## src/rtl/winograd_tile_feeder.sv

```systemverilog
// Raster pixel stream to overlapping 4x4 stride-2 tiles for the
// F(2x2,3x3) Winograd core, with tile-origin coordinates attached.
module winograd_tile_feeder #(
    parameter int IMG_W = 8,
    parameter int IMG_H = 8,
    parameter int CW    = $clog2(IMG_W),
    parameter int RW    = $clog2(IMG_H)
) (
    input  logic          clk,
    input  logic          rst_n,
    input  logic          clear,
    input  logic          in_valid,
    output logic          in_ready,
    input  logic [7:0]    in_data,
    output logic          tile_valid,
    input  logic          tile_ready,
    output logic [127:0]  tile_data,
    output logic [RW-1:0] tile_row,
    output logic [CW-1:0] tile_col,
    output logic          frame_done
);

    logic [CW-1:0]  col_q, col_d;
    logic [RW-1:0]  row_q, row_d;
    logic [1:0]     slot_q, slot_d;
    logic [127:0]   win_q, win_d;
    logic [7:0]     lb_q [3][IMG_W];

    logic           tv_q, fd_q;
    logic [127:0]   td_q;
    logic [RW-1:0]  tr_q;
    logic [CW-1:0]  tc_q;

    logic           accept, emit, col_last, row_last;
    logic [1:0]     slot_m1, slot_m2;
    logic [7:0]     colv [4];

    assign in_ready   = !(tv_q && !tile_ready);
    assign accept     = in_valid && in_ready;
    assign col_last   = (col_q == CW'(IMG_W - 1));
    assign row_last   = (row_q == RW'(IMG_H - 1));
    assign emit       = accept && row_q[0] && col_q[0]
                        && (row_q >= RW'(3)) && (col_q >= CW'(3));

    assign tile_valid = tv_q;
    assign tile_data  = td_q;
    assign tile_row   = tr_q;
    assign tile_col   = tc_q;
    assign frame_done = fd_q;

    // Slot of row r-3 is the slot about to be overwritten by row r.
    assign slot_m1 = (slot_q == 2'd0) ? 2'd2 : slot_q - 2'd1;
    assign slot_m2 = (slot_q == 2'd2) ? 2'd0 : slot_q + 2'd1;

    assign colv[0] = lb_q[slot_q][col_q];
    assign colv[1] = lb_q[slot_m2][col_q];
    assign colv[2] = lb_q[slot_m1][col_q];
    assign colv[3] = in_data;

    always_comb begin
        win_d = win_q;
        if (accept) begin
            for (int i = 0; i < 4; i++) begin
                for (int j = 0; j < 3; j++) begin
                    win_d[8*(4*i+j) +: 8] = win_q[8*(4*i+j+1) +: 8];
                end
                win_d[8*(4*i+3) +: 8] = colv[i];
            end
        end
    end

    always_comb begin
        col_d  = col_q;
        row_d  = row_q;
        slot_d = slot_q;
        if (accept) begin
            if (col_last) begin
                col_d = '0;
                if (row_last) begin
                    row_d  = '0;
                    slot_d = 2'd0;
                end else begin
                    row_d  = row_q + RW'(1);
                    slot_d = slot_m2;
                end
            end else begin
                col_d = col_q + CW'(1);
            end
        end
    end

    // Line buffers carry no reset; rows 0..2 are rewritten before any emit.
    always_ff @(posedge clk) begin
        if (accept) begin
            lb_q[slot_q][col_q] <= in_data;
        end
    end

    always_ff @(posedge clk or negedge rst_n) begin
        if (!rst_n) begin
            col_q  <= '0;
            row_q  <= '0;
            slot_q <= '0;
            win_q  <= '0;
            tv_q   <= 1'b0;
            fd_q   <= 1'b0;
            td_q   <= '0;
            tr_q   <= '0;
            tc_q   <= '0;
        end else if (clear) begin
            col_q  <= '0;
            row_q  <= '0;
            slot_q <= '0;
            win_q  <= '0;
            tv_q   <= 1'b0;
            fd_q   <= 1'b0;
            td_q   <= '0;
            tr_q   <= '0;
            tc_q   <= '0;
        end else begin
            col_q  <= col_d;
            row_q  <= row_d;
            slot_q <= slot_d;
            win_q  <= win_d;
            fd_q   <= accept && col_last && row_last;
            if (emit) begin
                tv_q <= 1'b1;
                td_q <= win_d;
                tr_q <= row_q - RW'(3);
                tc_q <= col_q - CW'(3);
            end else if (tile_ready) begin
                tv_q <= 1'b0;
            end
        end
    end

endmodule

```

## config.mk

```make
export PLATFORM = sky130hd
export DESIGN_NAME = winograd_tile_feeder
export DESIGN_NICKNAME = d
export VERILOG_FILES = /design/src/rtl/winograd_tile_feeder.sv
export SDC_FILE = /design/constraint.sdc
export NUM_CORES = 1
export LEC_CHECK = 0
export BUFFER_PORTS_ARGS = -buffer_cell sky130_fd_sc_hd__buf_4
export CAP_MARGIN = 40
export CORE_MARGIN = 10
export CORE_UTILIZATION = 55
export DETAILED_ROUTE_END_ITERATION = 10
export PLACE_DENSITY_LB_ADDON = 0.3
export SETUP_SLACK_MARGIN = 0.02
export SYNTH_ARGS = -nofsm -noshare
export SYNTH_HDL_FRONTEND = slang
export SYNTH_SLANG_ARGS = --single-unit
```

## constraint.sdc

```tcl
create_clock -name clk -period 3.7 [get_ports clk]
set_clock_uncertainty 0.2 [all_clocks]
set_input_delay 0.925 -clock clk [delete_from_list [all_inputs] [get_ports clk]]
set_output_delay 0.925 -clock clk [all_outputs]
set_load 0.05 [all_outputs]
```

==> metrics.txt, run 1 <==
GRT overflow 0; die area 0.0482 mm^2; worst-path maximum fanout 26; TritonCTS clock tree built; fmax 306 MHz; Final ANT Viol Nets 0; MaxCap Viol Count 0; Max Slew Vio Count 0; post-synthesis sequential area ratio 0.575; drc violations 0; Hold Vio Cnt, Final 0; Reg area 0.0126 mm^2; clock-pin slew on the worst setup and hold paths approximately 0.060 ns; Synth Warn # 0; Critical Path AT ~3.5 ns; initial antenna violation count 1; Area growth, synth to finish 15.6%; Peak supply drop 0.395 mV; Yosys top cell by area dfrtp_1; crit path capture type flop; DP Wirelength 48500 um; Syn Inst Count 1847; async set-reset flop share out of synthesis 0.586; CTS Root Cell clkbuf_16; DR pass1 iterations 8; Clock Latency Late Sink 0.59 ns; Setup-failing EPs final 0; Pleak 10.7 nW; RSZ-0062 raised after global routing no; DR iter-0 viols 2343; Synth top area share 0.311; postcts setup bufs 0; overall routing resource usage 0.286; number of fill cells between 2000 and 3000; Worst Path Required 3.96 ns; share of cells above drive strength 1 0.243; Post-synth EDFFs around 190; clk buf depth 3; Inst Count DP 2464; Overall Power 11.4 mW; most frequent cell after synthesis nand2_1; Routed WL per cell 27.3 um; first-pass GRT wire length around 100000 um; Chip Height 219 um; Hold-fix buffers, CTS 0; max_slew headroom 0.392; Chip Width 219 um; area of the mapped netlist 0.0219 mm^2; Finished Cell Area 0.0253 mm^2; Final period util 0.884; H-tree levels 2; largest net degree at the start of global routing 115; Commonest cells post-synth nand2_1 (286), dfrtp_1 (272), edfxtp_1 (192); Setup TNS 0 ns; Synth Net Count 1871; GPL Wtd Cong ~1.1; cts bufs inserted 48; num rows 73; ys flop type dfrtp_1; Hold Crit Class input pin to asynchronous set/reset pin; Layout Utilization 0.640; I/O pin total 150; outcome complete, no violations; Crit Path Category flop to flop; clock sinks approximately 460; drt via density 6.45; Nets 2013; Yosys cell types 77; dpl cell area 0.0237 mm^2; Worst Tran Pin Value 0.912 ns; Seq cells post-synth between 400 and 500; Non-Filler Instances 2551; Port Buffers 149; vias in the first global route 16100; aggregate routed wire length 69700 um; area of the multi-input gates 0.00853 mm^2; initial core utilization 0.553; core area 0.0395 mm^2; Synth area leaders dfrtp_1 (31%), edfxtp_1 (26%), mux2_2 (7.1%); power per cell area 452 mW/mm^2; post-CTS sizing 0; CP startpoint kind flop; Final Critical Period 3.27 ns; Vias 16500; Syn Area/Cell 11.8 um^2
layout make-up:
cell class,instances,area share
diodes,1,0.0000989
clock buffers,63,0.0546
clock inverters,23,0.00856
inverters,9,0.00134
multi-input cells,1229,0.337
flip-flops and latches,464,0.497
well taps,525,0.0260
repair buffers,237,0.0754
report_power, final:
group | internal, mW | switching, mW
sequential | 5.48 | 0.0803
combinational | 0.302 | 0.705
clock | 2.84 | 2.02
worst paths after layout:
| kind | depth (start not counted) | to | start | slack [ns] |
|---|---|---|---|---|
| hold / removal | 1 | tile_data[42] | rst_n | 0.17 |
| min in group clk | 2 | tile_data[94] | tile_data[94] | 0.28 |
| setup reg to reg | 7 | win_q[88] | slot_q[1] | 0.43 |
| max in group asynchronous | 2 | tile_data[117] | rst_n | 2.29 |
| setup / recovery | 7 | win_q[88] | slot_q[1] | 0.43 |
| hold reg to reg | 2 | tile_data[94] | tile_data[94] | 0.28 |
logic make-up (layout without fill, tap and decap cells):
logic type / after synthesis / count (layout) / synth area share
AND/OR/NAND/NOR: 521 / 521 / 0.110
flip-flops: 464 / 464 / 0.575
buffers and inverters: 154 / 332 / 0.0380
AO/OA/AOI/OAI: 404 / 404 / 0.119
other: 0 / 1 / 0
adder cells (fa/ha/maj): 11 / 11 / 0.00629
multiplexers: 292 / 292 / 0.152
XOR/XNOR: 1 / 1 / 0.000400
worst max-delay path, stage by stage (launching register included):
cell,delay [ns]
dfrtp_1,0.43
inv_1,0.14
ha_4,0.50
or4b_2,0.78
a211oi_1,0.64
a211oi_1,0.15
nand4_1,0.19
o21ai_0,0.11
layer usage:
layer,global-route usage,up-vias,share of wire
met1,0.399,8245,0.40
li1,-,7102,-
met2,0.433,946,0.45
met3,0.0614,168,0.10
met4,0.110,0,0.041
met5,0,-,0
cell usage in the layout, fill, tap and decap left out, drive strengths merged, types with 34 or more instances in the layout:
cell and n:
edfxtp 192, mux2 137, nor2b 37, clkbuf 63
dfrtp 272, nand3 38, o21ai 53, nand2 286
o22ai 47, nor2 58, a21oi 142, buf 237
a211oi 34, mux2i 137
stage by stage:
stage / hold WS (ns) / worst slack, ns
after global routing: 0.209 / 0.313
after floorplan: 0.250 / 0.0451
after global placement: 0.262 / 0.445
after CTS: 0.175 / 0.516
after detailed placement: 0.272 / 0.430
final: 0.170 / 0.430
flip-flops by register name, summed over array words and instances (netlist names):
register	flops
col_q	3
frame_done	1
lb_q	192
row_q	3
slot_q	2
tile_col	3
tile_data	128
tile_row	3
tile_valid	1
win_q	128
Note: power is estimated with default switching activity, not from simulation.
==> run 2: changes to the inputs <==
--- a/config.mk
+++ b/config.mk
@@ -10,6 +10,7 @@
 export CORE_MARGIN = 10
 export CORE_UTILIZATION = 55
 export DETAILED_ROUTE_END_ITERATION = 10
+export MAX_ROUTING_LAYER = met4
 export PLACE_DENSITY_LB_ADDON = 0.3
 export SETUP_SLACK_MARGIN = 0.02
 export SYNTH_ARGS = -nofsm -noshare
==> run 2 against run 1 <==
Compared with the run above: combinational power about the same; non-clock buffer count increased by 13; fmax decreased by 0.58%; largest cell class unchanged; die area unchanged; final cell count increased by 0.35%.
==> metrics.txt, run 2 (synthesized netlist as in run 1, its figures left out) <==
power share of the clock group 0.429 (+0.003); Clock Latency Late Sink 0.60 ns (about the same); fmax 304 MHz (-0.58%); overall routing resource usage 0.311 (+0.0245); max FFs per register 192 (unchanged); Nets 2026 (+0.65%); Pleak 10.8 nW (+0.67%); vias in the first global route 16200 (+0.66%); Worst Tran Pin Value 0.937 ns (+0.0250 ns); aggregate routed wire length 73200 um (+5.0%); Overall Power 11.5 mW (+1.0%); Hold-fix buffers, CTS 0 (unchanged); Logic pwr share 0.090 (+0.002); postcts setup bufs 0 (unchanged); GPL Wtd Cong 1.11 (+3.9%); num rows 73 (unchanged); CP startpoint kind flop; RSZ-0062 raised after global routing no; Reg power frac 0.481 (-0.005); sw frac 0.245 (-0.000993); first-pass GRT wire length 108000 um (+3.9%); Port Buffers 149 (unchanged); Finished Cell Area 0.0254 mm^2 (+0.45%); Setup TNS 0 ns (unchanged); die area 0.0482 mm^2 (unchanged); worst-path maximum fanout 25 (-3.8%); Chip Width 219 um (unchanged); sw power 2.83 mW (+0.60%); Area growth, synth to finish 16.2%; DR iter-0 viols 2125 (-9.3%); Critical Path AT 3.56 ns (+0.03 ns); Peak supply drop 0.404 mV (+2.4%); power per cell area 454 mW/mm^2 (+0.55%); Chip Height 219 um (unchanged); Final period util 0.889 (+0.00514); Final ANT Viol Nets 0 (unchanged); dpl cell area 0.0238 mm^2 (+0.51%); commonest non-fill, non-tap cell in the layout nand2_1; Max Slew Vio Count 0 (unchanged); Fin Hold WS 0.138 ns (-0.0323 ns); Hold Vio Cnt, Final 0 (unchanged); crit path capture type flop; number of fill cells 2978 (+0.40%); TritonCTS clock tree built; DR pass1 iterations 5 (-3); H-tree levels 2 (unchanged); Routed WL per cell 28.6 um (+4.6%); Crit Path Category flop to flop; share of cells above drive strength 1 0.243 (about the same); Hold Crit Class input pin to asynchronous set/reset pin; cts bufs inserted 48 (unchanged); Worst Path Required 3.97 ns (about the same); clock-pin slew on the worst setup and hold paths 0.06 ns (about the same); outcome complete, no violations; clock sinks 464 (unchanged); largest net degree at the start of global routing 113 (-1.7%); Setup-failing EPs final 0 (unchanged); I/O pin total 150 (unchanged); MaxCap Viol Count 0 (unchanged); initial antenna violation count 0 (-1); Final Critical Period 3.29 ns (+0.0190 ns); commonest non-fill, non-tap cells in the layout nand2_1 (285), dfrtp_1 (270), buf_4 (237); # diodes 0 (-1); CTS Root Cell clkbuf_16; initial core utilization 0.553 (unchanged); Top reg by flops lb_q; cell internal pwr 8.72 mW (+1.1%); drt via density 6.47 (+0.31%); Vias 16600 (+0.67%); drc violations 0 (unchanged); core area 0.0395 mm^2 (unchanged); GRT overflow 0 (unchanged); clk buf depth 3 (unchanged); max_slew headroom 0.369 (-0.0224); post-CTS sizing 0 (unchanged); DP Wirelength 51400 um (+5.9%)
[run 2: final cells by class]
type	count	area, um^2	area share
inverter	9	33.8	0.00133
sequential	464	12600	0.495
timing repair buffer	250	2030	0.0798
multi-input combinational	1229	8530	0.335
clock inverter	18	225	0.00886
clock buffer	65	1370	0.0539
tap	525	657	0.0258
[run 2: through the flow]
| step | util | worst slack (ns) | std cells |
|---|---|---|---|
| 6_report | 0.643 | 0.411 | 2560 |
| 5_1_grt | 0.643 | 0.411 | 2560 |
| 4_1_cts | 0.643 | 0.564 | 2560 |
| 3_5_place_dp | 0.602 | 0.577 | 2477 |
| 3_3_place_gp | 0.601 | 0.594 | 2474 |
| 2_1_floorplan | - | 0.0451 | 1847 |
[run 2: worst paths after layout]
check	end	start	cells after the start	slack (ns)
min reg2reg	tile_row[0]	tile_row[0]	1	0.28
max reg2reg	tile_data[91]	slot_q[1]	7	0.41
min in group clk	tile_row[0]	tile_row[0]	1	0.28
max in group asynchronous	win_q[112]	rst_n	2	2.27
min	tile_data[60]	rst_n	1	0.14
max	tile_data[91]	slot_q[1]	7	0.41
[run 2: routing by layer]
layer | wire (um) | vias up | global-route usage
li1 | - | 7118 | -
met1 | 30200 | 8397 | 0.421
met2 | 33500 | 918 | 0.464
met3 | 7040 | 138 | 0.0609
met4 | 2410 | 0 | 0.103
met5 | 0 | - | -
[run 2: power by group through the flow]
stage               Sequential (mW)  Clock, mW  Combinational [mW]
detailed placement             5.65          0                1.02
finish                         5.56       4.95                1.04
floorplan                      5.75          0               0.468
CTS                            5.55       5.00                1.03
global placement               5.65          0                1.01
global route                   5.56       5.23                1.09
[run 2: worst max-delay path, stage by stage (launching register included)]
cell       delay, ns
dfrtp_1         0.57
inv_1           0.19
ha_4            0.52
inv_1           0.33
a2111oi_0       0.80
a2111o_1        0.21
nor4_2          0.07
mux2_2          0.27
